--- src/rtl/alu_pkg.sv ---
// Shared encodings for the operand-entry front end and the ALU/display stage.
// Latency: n/a (constants and types only).
// Backpressure: n/a.
package alu_pkg;

  localparam int DEFAULT_WIDTH = 3;

  // Entry FSM states; the encoding is also shown on the stage LEDs.
  typedef enum logic [1:0] {
    LOAD_A  = 2'd0,
    LOAD_B  = 2'd1,
    LOAD_OP = 2'd2,
    READY   = 2'd3
  } entry_state_e;

  localparam logic [1:0] OP_ADD = 2'b00;
  localparam logic [1:0] OP_SUB = 2'b01;
  localparam logic [1:0] OP_MUL = 2'b10;
  localparam logic [1:0] OP_DIV = 2'b11;

endpackage

--- src/rtl/alu_operand_entry_if.sv ---
// Board-side bundle: raw switches/buttons in, latched operands/opcode/status out.
// Latency: n/a (wires only).
// Backpressure: none; outputs are level signals held until the next entry.
interface alu_operand_entry_if
  import alu_pkg::*;
#(
  parameter int WIDTH = DEFAULT_WIDTH
);

  logic [WIDTH-1:0] sw;
  logic             btn_next;
  logic             btn_clr;
  logic [WIDTH-1:0] in1;
  logic [WIDTH-1:0] in2;
  logic [1:0]       op;
  logic             valid;
  logic [1:0]       stage;

  // master: the board / stimulus side
  modport master (
    output sw, btn_next, btn_clr,
    input  in1, in2, op, valid, stage
  );

  // slave: the entry logic
  modport slave (
    input  sw, btn_next, btn_clr,
    output in1, in2, op, valid, stage
  );

endinterface

--- src/rtl/alu_debounce.sv ---
// Button conditioner: 2-flop synchroniser, stable-level debouncer, 1-cycle press pulse.
// Latency: raw high first sampled at edge e0 -> stable rises at e0+D+1, pulse high the following cycle.
// Backpressure: none; releases produce no pulse, holding produces exactly one pulse.
// Ports: mclk, rst_n (sync, active-low), raw (async button), press_pulse (1-cycle on accepted press).
module alu_debounce #(
  parameter int DEBOUNCE_CYCLES = 16  // must be >= 2
) (
  input  logic mclk,
  input  logic rst_n,
  input  logic raw,
  output logic press_pulse
);

  localparam int            CW       = $clog2(DEBOUNCE_CYCLES + 1);
  localparam logic [CW-1:0] CNT_LAST = CW'(DEBOUNCE_CYCLES - 1);

  logic          sync1;
  logic          sync2;
  logic          stable;
  logic          stable_q;
  logic [CW-1:0] cnt;

  always_ff @(posedge mclk) begin
    if (!rst_n) begin
      sync1    <= 1'b0;
      sync2    <= 1'b0;
      stable   <= 1'b0;
      stable_q <= 1'b0;
      cnt      <= '0;
    end else begin
      sync1    <= raw;
      sync2    <= sync1;
      stable_q <= stable;
      if (sync2 != stable) begin
        // The edge that would bring the count to DEBOUNCE_CYCLES accepts the new level.
        if (cnt == CNT_LAST) begin
          stable <= ~stable;
          cnt    <= '0;
        end else begin
          cnt <= cnt + CW'(1);
        end
      end else begin
        // Any sample agreeing with the stable level restarts the count.
        cnt <= '0;
      end
    end
  end

  assign press_pulse = stable & ~stable_q;

endmodule

--- src/rtl/alu_operand_entry.sv ---
// Operand-entry FSM: latches A, B and opcode from sw on successive debounced presses.
// Latency: field/state write at e0+DEBOUNCE_CYCLES+2 after a press is first sampled.
// Backpressure: none; fields are held until overwritten or cleared, clear beats next.
// Ports: mclk, rst_n (sync, active-low), bus (slave: sw/btn_next/btn_clr in; in1/in2/op/valid/stage out).
module alu_operand_entry
  import alu_pkg::*;
#(
  parameter int WIDTH           = DEFAULT_WIDTH,
  parameter int DEBOUNCE_CYCLES = 16
) (
  input  logic               mclk,
  input  logic               rst_n,
  alu_operand_entry_if.slave bus
);

  logic next_pulse;
  logic clr_pulse;

  alu_debounce #(.DEBOUNCE_CYCLES(DEBOUNCE_CYCLES)) u_next_db (
    .mclk        (mclk),
    .rst_n       (rst_n),
    .raw         (bus.btn_next),
    .press_pulse (next_pulse)
  );

  alu_debounce #(.DEBOUNCE_CYCLES(DEBOUNCE_CYCLES)) u_clr_db (
    .mclk        (mclk),
    .rst_n       (rst_n),
    .raw         (bus.btn_clr),
    .press_pulse (clr_pulse)
  );

  entry_state_e     state_q, state_d;
  logic [WIDTH-1:0] in1_q, in1_d;
  logic [WIDTH-1:0] in2_q, in2_d;
  logic [1:0]       op_q, op_d;

  // Zero-extended switches so the opcode slice is legal for any WIDTH, including 1.
  logic [WIDTH+1:0] sw_ext;
  assign sw_ext = {2'b00, bus.sw};

  always_ff @(posedge mclk) begin
    if (!rst_n) begin
      state_q <= LOAD_A;
      in1_q   <= '0;
      in2_q   <= '0;
      op_q    <= OP_ADD;
    end else begin
      state_q <= state_d;
      in1_q   <= in1_d;
      in2_q   <= in2_d;
      op_q    <= op_d;
    end
  end

  always_comb begin
    state_d = state_q;
    in1_d   = in1_q;
    in2_d   = in2_q;
    op_d    = op_q;
    if (clr_pulse) begin
      // Clear takes priority; a coincident next pulse is dropped.
      state_d = LOAD_A;
      in1_d   = '0;
      in2_d   = '0;
      op_d    = OP_ADD;
    end else if (next_pulse) begin
      case (state_q)
        LOAD_A: begin
          in1_d   = bus.sw;
          state_d = LOAD_B;
        end
        LOAD_B: begin
          in2_d   = bus.sw;
          state_d = LOAD_OP;
        end
        LOAD_OP: begin
          op_d    = sw_ext[1:0];
          state_d = READY;
        end
        // Leaving READY keeps the old fields; they are overwritten one at a time.
        READY:   state_d = LOAD_A;
        default: state_d = LOAD_A;
      endcase
    end
  end

  assign bus.in1   = in1_q;
  assign bus.in2   = in2_q;
  assign bus.op    = op_q;
  assign bus.valid = (state_q == READY);
  assign bus.stage = state_q;

endmodule

--- src/flat_wrapper.sv ---
// flat-port wrapper written by rule: the top's interface ports become plain ports
module alu_operand_entry_flat import alu_pkg::*;
#(
  parameter int WIDTH           = DEFAULT_WIDTH,
  parameter int DEBOUNCE_CYCLES = 16
)
  (mclk, rst_n, bus_sw, bus_btn_next, bus_btn_clr, bus_in1, bus_in2, bus_op, bus_valid, bus_stage);
  alu_operand_entry_if #(.WIDTH(WIDTH)) bus_i ();
  input  logic mclk;
  input  logic rst_n;
  input wire logic [$bits(bus_i.sw)-1:0] bus_sw;
  input wire logic [$bits(bus_i.btn_next)-1:0] bus_btn_next;
  input wire logic [$bits(bus_i.btn_clr)-1:0] bus_btn_clr;
  output wire logic [$bits(bus_i.in1)-1:0] bus_in1;
  output wire logic [$bits(bus_i.in2)-1:0] bus_in2;
  output wire logic [$bits(bus_i.op)-1:0] bus_op;
  output wire logic [$bits(bus_i.valid)-1:0] bus_valid;
  output wire logic [$bits(bus_i.stage)-1:0] bus_stage;
  assign bus_i.sw = bus_sw;
  assign bus_i.btn_next = bus_btn_next;
  assign bus_i.btn_clr = bus_btn_clr;
  assign bus_in1 = bus_i.in1;
  assign bus_in2 = bus_i.in2;
  assign bus_op = bus_i.op;
  assign bus_valid = bus_i.valid;
  assign bus_stage = bus_i.stage;
  alu_operand_entry #(.WIDTH(WIDTH), .DEBOUNCE_CYCLES(DEBOUNCE_CYCLES)) u_core (.mclk(mclk), .rst_n(rst_n), .bus(bus_i));
endmodule
--- config.mk ---
export PLATFORM = sky130hd
export DESIGN_NAME = alu_operand_entry_flat
export DESIGN_NICKNAME = d
export VERILOG_FILES = /design/src/rtl/alu_pkg.sv /design/src/rtl/alu_operand_entry_if.sv /design/src/rtl/alu_debounce.sv /design/src/rtl/alu_operand_entry.sv /design/src/flat_wrapper.sv
export SDC_FILE = /design/constraint.sdc
export NUM_CORES = 1
export LEC_CHECK = 0
export CAP_MARGIN = 25
export CORE_MARGIN = 4
export CORE_UTILIZATION = 30
export CTS_BUF_LIST = sky130_fd_sc_hd__clkbuf_4 sky130_fd_sc_hd__clkbuf_8 sky130_fd_sc_hd__clkbuf_16
export CTS_CLUSTER_DIAMETER = 30
export DETAILED_ROUTE_END_ITERATION = 16
export PLACE_DENSITY = 0.49
export SLEW_MARGIN = 30
export SYNTH_ARGS = -nofsm -noshare
export SYNTH_HDL_FRONTEND = slang
export SYNTH_SLANG_ARGS = --single-unit
--- constraint.sdc ---
create_clock -name mclk -period 1.76 [get_ports mclk]
set_input_delay 0.352 -clock mclk [delete_from_list [all_inputs] [get_ports mclk]]
set_output_delay 0.352 -clock mclk [all_outputs]
set_load 0.05 [all_outputs]
# Word level (Yosys, flattened, before mapping)
# Index checks and enable logic that the tools add are counted.
# totals
regBits,28
input_bits,7
# op_classes
add_sub_neg,2
n_eq_ne,7
n_mux,1
bitwise_logic,9
reduce_logical,9
# ops
cell,n
"adder 5 x 1 -> 5 bit, second input constant",2
"== test 5 x 4 -> 1 bit, second input constant",2
AND reduction 2 bit,5
one-hot mux 2 bit (4 select lines),1
inverter 1 bit,7
OR reduction 3 bit,2
"== test 2 bit, second input constant",2
AND 1 bit,2
"== test 2 x 1 -> 1 bit, second input constant",1
logical NOT 2 bit,1
inequality test 1 bit,2
OR reduction 2 bit,1

# Depth between registers and ports, before layout
# depth
word_depth,3
ltp_mapped,5
ltp_nobuf,5

# By module
# A second synthesis with hierarchy kept.
# unflattened
hier_cells,109
area_unflattened_um2,1139.8
# by_module_without_submodules
module,n_inst,cells_each,area_each_um2,seq_area_each_um2
alu_debounce,2,30,322.8,180.2
alu_operand_entry,1,49,494.2,200.2

# Worst setup path after synthesis
# Ideal clock, no wire load.
# synth_path
path_kind,flip-flop to output port
startpoint,"register u_core.state_q[0], in the netlist u_core.bus.stage[0]"
endpoint,output bus_valid
arrival_time_ns,1.238
t_required_ns,1.408
path_slack_ns,0.170
path_stages_with_launch,2
path_cell_list,dfxtp_1 -> ha_1
# synth_via
elab_chain_cells,1
# synth_rtl
element,line,source
"start, declared",alu_operand_entry.sv:33,"entry_state_e state_q, state_d;"
"start signal, assigned",alu_operand_entry.sv:49,state_q <= state_d;
== test 2 bit,alu_operand_entry.sv:91,assign bus.valid = (state_q == READY);
"end, declared",flat_wrapper.sv:17,output wire logic [$bits(bus_i.valid)-1:0] bus_valid;
# Every way passes these cells.

# Worst setup path in the final report
# layout_path
startpoint,register u_core.u_next_db.cnt[0]
endpoint,register u_core.u_next_db.cnt[3]
# layout_via
elab_chain_cells,2
# layout_rtl
element,line,source
"start, declared",alu_debounce.sv:21,logic [CW-1:0] cnt;
"start signal, assigned",alu_debounce.sv:40,cnt <= cnt + CW'(1);
"parallel branches: the longest is 2 deep, another holds adder 5 x 1 -> 5 bit",--,
# Several ways; the timed one is not identified.
# A chain may end at the register's enable or synchronous reset.

==> flow_summary.yaml <==
clock_network:
  clock-root-buffer: "clkbuf_8"
  cts_hold_buf: 0
  path_clk_slew_ps: 90
  cts_sinks: 28
  cts_buffers: 3
  ctsResizeCount: 0
  cts_max_level: 1
  cts_setup_buffers: 0
  tritoncts: "yes"
  clk_latency_ps: 270
  clockBufferDepth: 2
power:
  irDropWorstVdd_mv: 0.585
  p_per_area_nw_per_um2: 780
  total_power_w: 0.00106
  p_leak_nw: 0.522
synth:
  synth_seq_cells: 28
  synth_seq_area_share_pct: 50.7
  synth.avg_cell_area_um2: 9.86
  yosysTopAreaCellShare_pct: 50.7
  yosysTopAreaCell: "dfxtp_1"
  synth_flop_cell: "dfxtp_1"
  synth_top_family_by_area: "simple AND/OR/NAND/NOR gates"
  synth_warnings: 0
  syn_inst: 112
  synth_xor_xnor_area_share_pct: 4.76
  yosysUniqueCellTypes: 21
  synthAdderAreaFrac_pct: 10.2
  synthSimpleGateAreaFrac_pct: 22.0
  synth_compound_area_share_pct: 5.55
  synth_mux_area_share_pct: 2.72
  async_flop_share_pct: 0
  synth_area_leaders: "dfxtp_1 (51%), ha_1 (10%), nand3_1 (4.5%), nor2_1 (4.1%), a21oi_1 (3.6%)"
  synth_fp_nets: 128
  synth_edf_count: 0
  syn_area_um2: 1100
worst_setup_path:
  crit_fanout: 5
  cp-start-kind: "register"
  worstSetupPathType: "register to register"
  r2r-start: "u_core.u_next_db.cnt[0]"
  crit_end: "u_core.u_next_db.cnt[3]"
  endpoint_kind: "register"
  reg2reg_to: "u_core.u_next_db.cnt[3]"
  reg2reg_slack_ps: 340
  crit_required_ps: 1960
  startpoint: "u_core.u_next_db.cnt[0]"
  crit_arrival_ps: 1620
  reg2regPathDepth: 5
timing:
  setup_viol: 0
  worst_slew_pin_slew_ps: 419
  fmax_mhz: 705
  rsz0062_at_grt: "false"
  slew_headroom_pct: 72.1
  tns_ps: 0
  finalCritPeriodShare_pct: 80.6
  skew_ps: 6.98
  hold_viol: 0
  final_max_slew_viol_count: 0
  finalCriticalPeriod_ps: 1420
floorplan:
  initial_core_util_pct: 32.1
  row_count: 21
  chipHeight_um: 68.7
  core_area_um2: 3440
  die-area_um2: 4720
  ios: 18
  die_x_um: 68.7
cells_and_area:
  n_antenna_cell: 0
  drive_gt1_share_pct: 15.3
  final_net_count: 148
  utilization_pct: 39.3
  layoutNonFillerInstCount: 177
  syn2layout_area_growth_pct: 22.5
routing:
  vias_per_cell: 4.34
  ant_nets: 0
  drt_wl_total_mm: 1.82
  wl_per_cell_um: 10.3
  drtPass1Iterations: 4
  drt_iter0_markers: 11
  drc: 0
  vias: 768
hold_path:
  hold_class: "register to register"
placement:
  hpwl_mm: 1.40
  dp.cells: 173
  gp_congestion: 0.762
  port_buffers: 17
grt:
  grt_start_max_net_pins: 16
  grt_usage_pct: 8.87
  grt_pass1_vias: 761
  grt-ovfl-total: 0
  grt_pass1_wl_mm: 3.16
  antenna_found_initial: 0
run_status:
  status: "finished clean"
flow_run:
  maxCapViolCount: 0
==> cells in the mapped netlist, drive strengths merged, types with 2 or more instances <==
library cell,n
dfxtp,28
nor2,13
nand3,10
ha,9
a21oi,8
nand2,8
inv,7
and2,6
nand3b,5
xor2,4
mux2i,3
and3,2
nor2b,2
xnor2,2
==> critical path: stages, from the launching register on <==
cell and delay (ps):
dfxtp_1 330, ha_1 210, and3_1 190, ha_1 210, nand3b_1 260, nor2_1 150
==> metal layers <==
layer	track usage, %	vias up	wire length, um
met5	0	-	0
met4	1.49	0	0
met3	3.89	0	146
met2	16.4	18	849
met1	9.26	347	822
li1	-	403	-
==> worst min path at each step <==
stage                                   endpoint  slack [ps]  cells past startpoint                   start
after floorplan            u_core.u_clr_db.sync2         410                      1   u_core.u_clr_db.sync1
after global placement    u_core.u_next_db.sync2         420                      1  u_core.u_next_db.sync1
after detailed placement   u_core.u_clr_db.sync2         420                      1   u_core.u_clr_db.sync1
after CTS                  u_core.u_clr_db.sync2         440                      1   u_core.u_clr_db.sync1
after global routing      u_core.u_next_db.sync2         460                      1  u_core.u_next_db.sync1
final                      u_core.u_clr_db.sync2         440                      1   u_core.u_clr_db.sync1
==> where the power goes <==
part / leakage [nW] / switching, W / internal (W) / total (W)
Clock: 0.0288 / 0.000184 / 0.000200 / 0.000384
Sequential: 0.226 / 0.00000248 / 0.000639 / 0.000641
Combinational: 0.267 / 0.0000130 / 0.0000170 / 0.0000301
==> state kept, by name, indices dropped and copies added, names as in the netlist <==
signal and cells:
u_core.u_next_db.stable 1, u_core.bus.in2 3, u_core.bus.op 2, u_core.u_clr_db.stable 1
u_core.u_next_db.cnt 5, u_core.u_next_db.sync1 1, u_core.u_next_db.stable_q 1, u_core.bus.in1 3
u_core.u_clr_db.sync2 1, u_core.bus.stage 2, u_core.u_next_db.sync2 1, u_core.u_clr_db.sync1 1
u_core.u_clr_db.stable_q 1, u_core.u_clr_db.cnt 5
==> area by class of cell <==
| class | count | area, um^2 |
|---|---|---|
| Multi-Input combinational cell | 75 | 499 |
| Fill cell | 359 | 2090 |
| Timing Repair Buffer | 17 | 155 |
| Clock buffer | 4 | 55.1 |
| Tap cell | 46 | 57.6 |
| Inverter | 7 | 26.3 |
| Sequential cell | 28 | 561 |
==> placed cells by master (no fill, tap or decap), types with 2 or more instances in the layout <==
master,instances
dfxtp_1,28
ha_1,9
buf_4,10
a21oi_1,8
xor2_1,4
nand3b_1,5
nand2_1,8
nor2_1,12
clkbuf_8,4
xnor2_1,2
mux2i_1,3
inv_1,7
and3_1,2
and2_1,5
nand3_1,10
nor2b_1,2
clkdlybuf4s50_1,6
==> cells by family (layout without fill, tap and decap cells) <==
group,Yosys count,count (layout)
adders and majority gates,9,9
buffers and inverters,9,28
and+or+nand+nor,47,47
AOI/OAI and AO/OA,10,10
muxes,3,3
xor gates and xnor gates,6,6
DFF,28,28
==> per-stage QoR <==
| step | cell area, um^2 | hold WS [ps] | setup WS (ps) |
|---|---|---|---|
| 4_1_cts | 1350 | 440 | 328 |
| 6_report | 1350 | 437 | 342 |
| 3_3_place_gp | 1300 | 416 | 289 |
| 5_1_grt | 1350 | 456 | 210 |
| 2_1_floorplan | 1100 | 412 | 170 |
| 3_5_place_dp | 1300 | 418 | 221 |
Power figures use the tool's default switching activity.
